`src/rtl/s27_scan_array_if.sv`:
```
// Port bundle for s27_scan_array: mode/scan controls, per-channel s27 pins,
// scan output and the compaction results (signature and cycle count).
interface s27_scan_array_if #(
    parameter int NCH   = 4,
    parameter int SIG_W = 16,
    parameter int CNT_W = 16
);
    logic             en;
    logic             se;
    logic             si;
    logic             sig_clr;
    logic [NCH-1:0]   g0;
    logic [NCH-1:0]   g1;
    logic [NCH-1:0]   g2;
    logic [NCH-1:0]   g3;
    logic [NCH-1:0]   g17;
    logic             so;
    logic [SIG_W-1:0] sig;
    logic [CNT_W-1:0] cyc;

    modport master (
        output en, se, si, sig_clr, g0, g1, g2, g3,
        input  g17, so, sig, cyc
    );

    modport slave (
        input  en, se, si, sig_clr, g0, g1, g2, g3,
        output g17, so, sig, cyc
    );
endinterface

```
`src/rtl/s27_scan_array.sv`:
```
// NCH parallel s27 cores sharing one scan chain over all state flops, with a
// MISR compacting G17 and a saturating functional-cycle counter.
module s27_scan_array #(
    parameter int               NCH   = 4,
    parameter int               SIG_W = 16,
    parameter logic [SIG_W-1:0] POLY  = 16'h002D,
    parameter int               CNT_W = 16
) (
    input  logic              clk,
    input  logic              rst_n,
    s27_scan_array_if.slave   bus
);

    logic [NCH-1:0]   s5_reg, s6_reg, s7_reg;
    logic [NCH-1:0]   g10, g11, g13, g17;
    logic [NCH-1:0]   scan_in;
    logic [SIG_W-1:0] sig_reg, sig_next;
    logic [CNT_W-1:0] cyc_reg, cyc_next;

    genvar gi;
    generate
        for (gi = 0; gi < NCH; gi++) begin : g_ch
            logic g14, g12, g8, g15, g16, g9;

            assign g14     = ~bus.g0[gi];
            assign g12     = ~(bus.g1[gi] | s7_reg[gi]);
            assign g8      = g14 & s6_reg[gi];
            assign g15     = g12 | g8;
            assign g16     = bus.g3[gi] | g8;
            assign g9      = ~(g16 & g15);
            assign g11[gi] = ~(s5_reg[gi] | g9);
            assign g10[gi] = ~(g14 | g11[gi]);
            assign g13[gi] = ~(bus.g2[gi] | g12);
            assign g17[gi] = ~g11[gi];

            // Chain runs SI -> ch0.S5 -> ch0.S6 -> ch0.S7 -> ch1.S5 -> ...
            if (gi == 0) begin : g_head
                assign scan_in[gi] = bus.si;
            end else begin : g_link
                assign scan_in[gi] = s7_reg[gi-1];
            end
        end
    endgenerate

    assign bus.g17 = g17;
    assign bus.so  = s7_reg[NCH-1];
    assign bus.sig = sig_reg;
    assign bus.cyc = cyc_reg;

    always_comb begin
        sig_next = {sig_reg[SIG_W-2:0], 1'b0}
                 ^ (sig_reg[SIG_W-1] ? POLY : '0)
                 ^ SIG_W'(g17);
        cyc_next = (&cyc_reg) ? cyc_reg : cyc_reg + CNT_W'(1);
    end

    always_ff @(posedge clk or negedge rst_n) begin
        if (!rst_n) begin
            s5_reg <= '0;
            s6_reg <= '0;
            s7_reg <= '0;
        end else if (bus.en) begin
            if (bus.se) begin
                s5_reg <= scan_in;
                s6_reg <= s5_reg;
                s7_reg <= s6_reg;
            end else begin
                s5_reg <= g10;
                s6_reg <= g11;
                s7_reg <= g13;
            end
        end
    end

    // Clear wins over compaction; scan cycles leave signature and count alone.
    always_ff @(posedge clk or negedge rst_n) begin
        if (!rst_n) begin
            sig_reg <= '0;
            cyc_reg <= '0;
        end else if (bus.en) begin
            if (bus.sig_clr) begin
                sig_reg <= '0;
                cyc_reg <= '0;
            end else if (!bus.se) begin
                sig_reg <= sig_next;
                cyc_reg <= cyc_next;
            end
        end
    end

endmodule

```
`src/flat_wrapper.sv`:
```
// flat-port wrapper written by rule: the top's interface ports become plain ports
module s27_scan_array_flat 
#(
    parameter int               NCH   = 4,
    parameter int               SIG_W = 16,
    parameter logic [SIG_W-1:0] POLY  = 16'h002D,
    parameter int               CNT_W = 16
)
  (clk, rst_n, bus_en, bus_se, bus_si, bus_sig_clr, bus_g0, bus_g1, bus_g2, bus_g3, bus_g17, bus_so, bus_sig, bus_cyc);
  s27_scan_array_if #(.NCH(NCH), .SIG_W(SIG_W), .CNT_W(CNT_W)) bus_i ();
  input  logic clk;
  input  logic rst_n;
  input wire logic [$bits(bus_i.en)-1:0] bus_en;
  input wire logic [$bits(bus_i.se)-1:0] bus_se;
  input wire logic [$bits(bus_i.si)-1:0] bus_si;
  input wire logic [$bits(bus_i.sig_clr)-1:0] bus_sig_clr;
  input wire logic [$bits(bus_i.g0)-1:0] bus_g0;
  input wire logic [$bits(bus_i.g1)-1:0] bus_g1;
  input wire logic [$bits(bus_i.g2)-1:0] bus_g2;
  input wire logic [$bits(bus_i.g3)-1:0] bus_g3;
  output wire logic [$bits(bus_i.g17)-1:0] bus_g17;
  output wire logic [$bits(bus_i.so)-1:0] bus_so;
  output wire logic [$bits(bus_i.sig)-1:0] bus_sig;
  output wire logic [$bits(bus_i.cyc)-1:0] bus_cyc;
  assign bus_i.en = bus_en;
  assign bus_i.se = bus_se;
  assign bus_i.si = bus_si;
  assign bus_i.sig_clr = bus_sig_clr;
  assign bus_i.g0 = bus_g0;
  assign bus_i.g1 = bus_g1;
  assign bus_i.g2 = bus_g2;
  assign bus_i.g3 = bus_g3;
  assign bus_g17 = bus_i.g17;
  assign bus_so = bus_i.so;
  assign bus_sig = bus_i.sig;
  assign bus_cyc = bus_i.cyc;
  s27_scan_array #(.NCH(NCH), .SIG_W(SIG_W), .POLY(POLY), .CNT_W(CNT_W)) u_core (.clk(clk), .rst_n(rst_n), .bus(bus_i));
endmodule
```
`config.mk`:
```
export PLATFORM = sky130hd
export DESIGN_NAME = s27_scan_array_flat
export DESIGN_NICKNAME = d
export VERILOG_FILES = /design/src/rtl/s27_scan_array_if.sv /design/src/rtl/s27_scan_array.sv /design/src/flat_wrapper.sv
export SDC_FILE = /design/constraint.sdc
export NUM_CORES = 1
export LEC_CHECK = 0
export CORE_ASPECT_RATIO = 0.9
export CORE_MARGIN = 2
export CORE_UTILIZATION = 28
export CTS_CLUSTER_DIAMETER = 200
export DETAILED_ROUTE_END_ITERATION = 10
export GPL_ROUTABILITY_DRIVEN = 0
export PLACE_DENSITY = 0.51
export SYNTH_ARGS = -nofsm -noshare
export SYNTH_HDL_FRONTEND = slang
export SYNTH_SLANG_ARGS = --single-unit
```
`constraint.sdc`:
```
create_clock -name clk -period 2 [get_ports clk]
set_input_delay 0.5 -clock clk [delete_from_list [all_inputs] [get_ports clk]]
set_output_delay 0.5 -clock clk [all_outputs]
set_load 0.02 [all_outputs]
```
* After elaboration in Yosys (flattened, before gate mapping)
Index checks and enable logic that the tools add are counted.
Widths: inputs -> output; s select.
** Operators by class
- $add $sub $neg :: 1
- Equal/unequal tests :: 2
- Mux-type cells :: 9
- Bitwise operators :: 58
- Reduce and logical (&&, ||, !) cells :: 3
** Operators with widths (count)
- $mux 16 :: 5
- $not 1->1 :: 24
- $or 1x1->1 :: 24
- $add 16x1->16 const B :: 1
- $reduce_and 16->1 :: 1
- $xor 16x16->16 :: 1
- $xor 16x4->16 :: 1
- $mux 4 :: 3
- $and 1x1->1 :: 8
- $mux 6 :: 1
- $reduce_and 3->1 :: 1
- $ne 2x1->1 const B :: 1
- $ne 2x2->1 const B :: 1
- $reduce_and 2->1 :: 1
** Word-level totals
- Register bits after elaboration :: 44
- Input port bits :: 22
- Output and inout bits :: 37
- Logic and storage cells :: 78

* Longest topological paths before layout
- Word-level depth :: 10
- Mapped depth :: 7
- Mapped depth without buffers :: 6

* Worst setup path after synthesis
OpenSTA, ideal clock, no wires.
- Kind :: register to register
- Start point :: reg u_core.cyc_reg[0] (netlist: u_core.bus.cyc[0])
- End point :: reg u_core.cyc_reg[8] (netlist: u_core.bus.cyc[8])
- Library setup time :: 0.126 ns
- Arrival time :: 1.840 ns
- Required time :: 1.874 ns
- Setup slack :: 0.034 ns
- Stages on the path, launching flop included :: 8
- Path buffers :: 1
- Clock period less this slack :: 1.966 ns
- Cells stage by stage :: dfrtp_1 ha_1 and4_1 nand4_2 o31ai_4 buf_6 nor4_1 a311o_1
** On the way
- Longest elaborated chain between the ends :: 4
- Elaborated cells on any way between the ends :: 7
- Those cells by class :: add/sub (1); eq/ne (1); mux (3); reduce/logical (2)
** RTL lines
- start: declaration :: line s27_scan_array.sv:18 : logic [CNT_W-1:0] cyc_reg, cyc_next;
- start signal: assignment :: line s27_scan_array.sv:86 : cyc_reg <= cyc_next;
- $add 16x1->16 :: line s27_scan_array.sv:54 : cyc_next = (&cyc_reg) ? cyc_reg : cyc_reg + CNT_W'(1);
- $mux 16 :: line s27_scan_array.sv:54
- $mux 16 :: line s27_scan_array.sv:84 : end else if (!bus.se) begin
- $mux 16 :: line s27_scan_array.sv:81 : if (bus.sig_clr) begin
Parallel ways exist; a longest one is shown, timed or not. The select of a mux whose other input is x is not followed.
A chain may end at the register's enable or synchronous reset.

* Final worst setup path
- Start point :: in bus_g3[0]
- End point :: out bus_g17[0]
** On the way
- Longest elaborated chain between the ends :: 4
** RTL lines
- start: declaration :: line flat_wrapper.sv:20 : input wire logic [$bits(bus_i.g3)-1:0] bus_g3;
- $or 1x1->1 :: line s27_scan_array.sv:29 : assign g16 = bus.g3[gi] | g8;
- $and 1x1->1 :: line s27_scan_array.sv:30 : assign g9 = ~(g16 & g15);
- $not 1->1 :: line s27_scan_array.sv:30
- $or 1x1->1 :: line s27_scan_array.sv:31 : assign g11[gi] = ~(s5_reg[gi] | g9);
- end: declaration :: line flat_wrapper.sv:21 : output wire logic [$bits(bus_i.g17)-1:0] bus_g17;
No other way between the ends.

==> impl_metrics.yaml <==
detailed_routing:
  drt-vias-per-instance: 4.740
  drc: 0
  drtPass1Iterations: 4
  wirelength_um: 6032
  drtAntennaViolNets: 0
  wl_per_cell_um: 13.49
  drtIter0Drc: 72
  vias: 2119
global_routing:
  grt_max_degree: 29
  grt_pass1_vias: 2025
  grt_pass1_wl_um: 10050
  antenna_found_initial: 0
  grt-ovfl-total: 0
  grt_usage_pct: 13.72
yosys:
  synth.distinct_cells: 45
  syn_area_um2: 2292
  yosys-top-cells-area: "dfrtp_1 (48%), nand2_1 (7.9%), a21oi_1 (4.1%), o21ai_0 (3.5%), nor2_1 (3.4%)"
  ys_async_sr_fraction_pct: 100.0
  avgSynthCellArea_um2: 8.919
  synth_cells: 257
  ys_warn_count: 0
  synth_fp_nets: 280
  synth_enable_flop_cells: 0
  synth_top_area_cell: "dfrtp_1"
  yosysSeqAreaShare_pct: 48.03
  synth_flop_cell: "dfrtp_1"
  synth_seq_cells: 44
  yosysTopAreaCellShare_pct: 48.03
finish:
  finish.utilization_pct: 41.83
  final_layout_size_suffix_gt1_share_pct: 19.25
  fillers: 827
  final_common_cell: "clkdlybuf4s50_1"
  area_delta_synth_final_pct: 45.80
  final_cell_mix: "clkdlybuf4s50_1 (50), nand2_1 (48), dfrtp_1 (44), buf_4 (40), nor2_1 (21)"
  fin_nets: 370
  fin_cells: 447
  diodes: 0
  fin_area_um2: 3342
pwr:
  comb_power_share_pct: 33.2
  power_frac_seq_pct: 44.5
  power_switching_mw: 0.8267
  p_int_mw: 1.687
  power_mw: 2.513
  switching_share_pct: 32.89
  irDropWorstVdd_mv: 0.2626
  power_density_nw_per_um2: 752.1
  leakage_nw: 1.438
  clockPowerShare_pct: 22.3
sta:
  final_hold_viol_count: 0
  finalMaxSlewViolations: 0
  fmax_ghz: 0.5157
  setup_ws_ps: 60.95
  finalCritPeriodShare_pct: 96.95
  min_period_ps: 1939
  max_slew.worst_pin.slew_ps: 342.3
  grt_setup_unrepaired: "no"
  skew_ps: 10.40
  finalSetupViolations: 0
  max_slew_margin_pct: 77.18
placed_design:
  dpl_cell_area_um2: 3221
  post-place-ws_ps: -389.6
  dp_hpwl_um: 4487
  port_buffers: 58
  dp_cells: 436
worst_setup_path:
  critPathMaxFanout: 2
  worst-endpoint-arrival_ps: 1440
  reg2reg_slack_ps: 110
  r2r_cells: 7
  r2r-end: "u_core.bus.cyc[8]$_DFFE_PN0P_"
  startpoint_type: "primary input"
  timing.rr.start: "u_core.bus.cyc[0]$_DFFE_PN0P_"
  end_kind: "output port"
  crit_type: "primary input to output port"
  required_ps: 1500
clock_tree:
  clockBufferDepth: 2
  htree_levels: 2
  cts_tree: "yes"
  cts_made_buffers: 5
  cts_num_sinks: 44
  clock_latency_ps: 290
  clk_pin_slew_ps: 90
  cts-root-buf: "clkbuf_8"
floorplanning:
  die_h_um: 89.84
  placement_rows: 31
  core_area_um2: 7990
  boundaryPins: 59
  die_width_um: 99.38
  dieArea_um2: 8927
  start_util_pct: 28.69
run_status:
  status: "complete, no violations"
min_path:
  worstHoldPathType: "primary input to async pin"
run:
  maxCapViolCount: 0
[cells by family (layout without fill, tap and decap cells)]
logic type,Yosys count,after routing,share of synthesized area [%]
buffers and inverters,18,109,3.330
AOI/OAI and AO/OA,71,71,20.14
xor gates and xnor gates,7,7,2.675
adders and majority gates,1,1,0.5458
DFF,44,44,48.04
and+or+nand+nor,115,115,24.84
muxes,1,1,0.4367
[through the flow]
stage | hold slack (ps) | setup TNS [ps]
after floorplan | 204.4 | 0
final | 49.18 | 0
after detailed placement | 374.3 | -3149
after CTS | 49.76 | 0
after global routing | 43.34 | 0
after global placement | 380.6 | -3004
[how the worst max path moves through the flow]
stage                                   start                              to  slack [ps]  cells past startpoint
2_1_floorplan   u_core.bus.cyc[0]$_DFFE_PN0P_   u_core.bus.cyc[8]$_DFFE_PN0P_          30                      7
3_3_place_gp                        bus_g1[0]                      bus_g17[0]        -420                      4
3_5_place_dp                        bus_g0[0]                      bus_g17[0]        -390                      4
4_1_cts                           bus_sig_clr  u_core.bus.cyc[13]$_DFFE_PN0P_          20                      7
5_1_grt        u_core.bus.cyc[11]$_DFFE_PN0P_                     bus_cyc[11]         0.2                      1
6_report                            bus_g3[0]                      bus_g17[0]          60                      4
[critical path: stages]
cell and delay (ps):
clkdlybuf4s50_1 450, nor3b_1 200, o21bai_1 120, buf_4 170
[layer usage]
metal  part of all wire (%)  GRT usage, %
met5                      0             0
met2                     47         21.85
met4                   0.66         3.082
met1                     49         19.50
met3                    3.0         2.411
[power groups by stage]
| stage | logic [mW] | registers (mW) | clock network [mW] |
|---|---|---|---|
| after floorplan | 0.272 | 1.26 | 0 |
| after global placement | 0.838 | 1.13 | 0 |
| after detailed placement | 0.845 | 1.13 | 0 |
| after CTS | 0.845 | 1.12 | 0.590 |
| after global routing | 0.912 | 1.14 | 0.638 |
| final | 0.835 | 1.12 | 0.560 |
[Yosys cell counts (all sizes together), types with 2 or more instances]
library cell / count
nor4b: 2
nor3: 2
clkbuf: 13
o31ai: 4
a31oi: 4
nand2: 48
and2: 6
nor4: 3
o41ai: 2
nand4: 3
o21ai: 21
a22oi: 2
o21bai: 4
dfrtp: 44
xor2: 4
inv: 3
and4: 3
o21a: 4
nor2b: 7
a21oi: 19
a22o: 2
nor3b: 6
a211o: 3
nor2: 21
nand3: 8
and3: 3
buf: 2
or2: 2
xnor2: 3
[final cells by class]
type	count	area, µm²	area share [%]
Multi-Input combinational cell	195	1134	33.92
Sequential cell	44	1101	32.95
Timing Repair Buffer	98	884.6	26.47
Tap cell	99	123.9	3.706
Clock buffer	5	68.82	2.059
Clock inverter	3	18.77	0.5616
Inverter	3	11.26	0.3370
[timing repair]
| item | in CTS | in global routing |
|---|---|---|
| endpoints found under the hold margin | 0 | 0 |
| resized for setup | 18 | 9 |
| endpoints found under the setup margin | 6 | 11 |
| hold buffers | 0 | 0 |
| buffers inserted | 2 | 1 |
| cloned | 0 | 0 |
| pin swaps | 1 | 2 |
(Power assumes the default switching activity.)
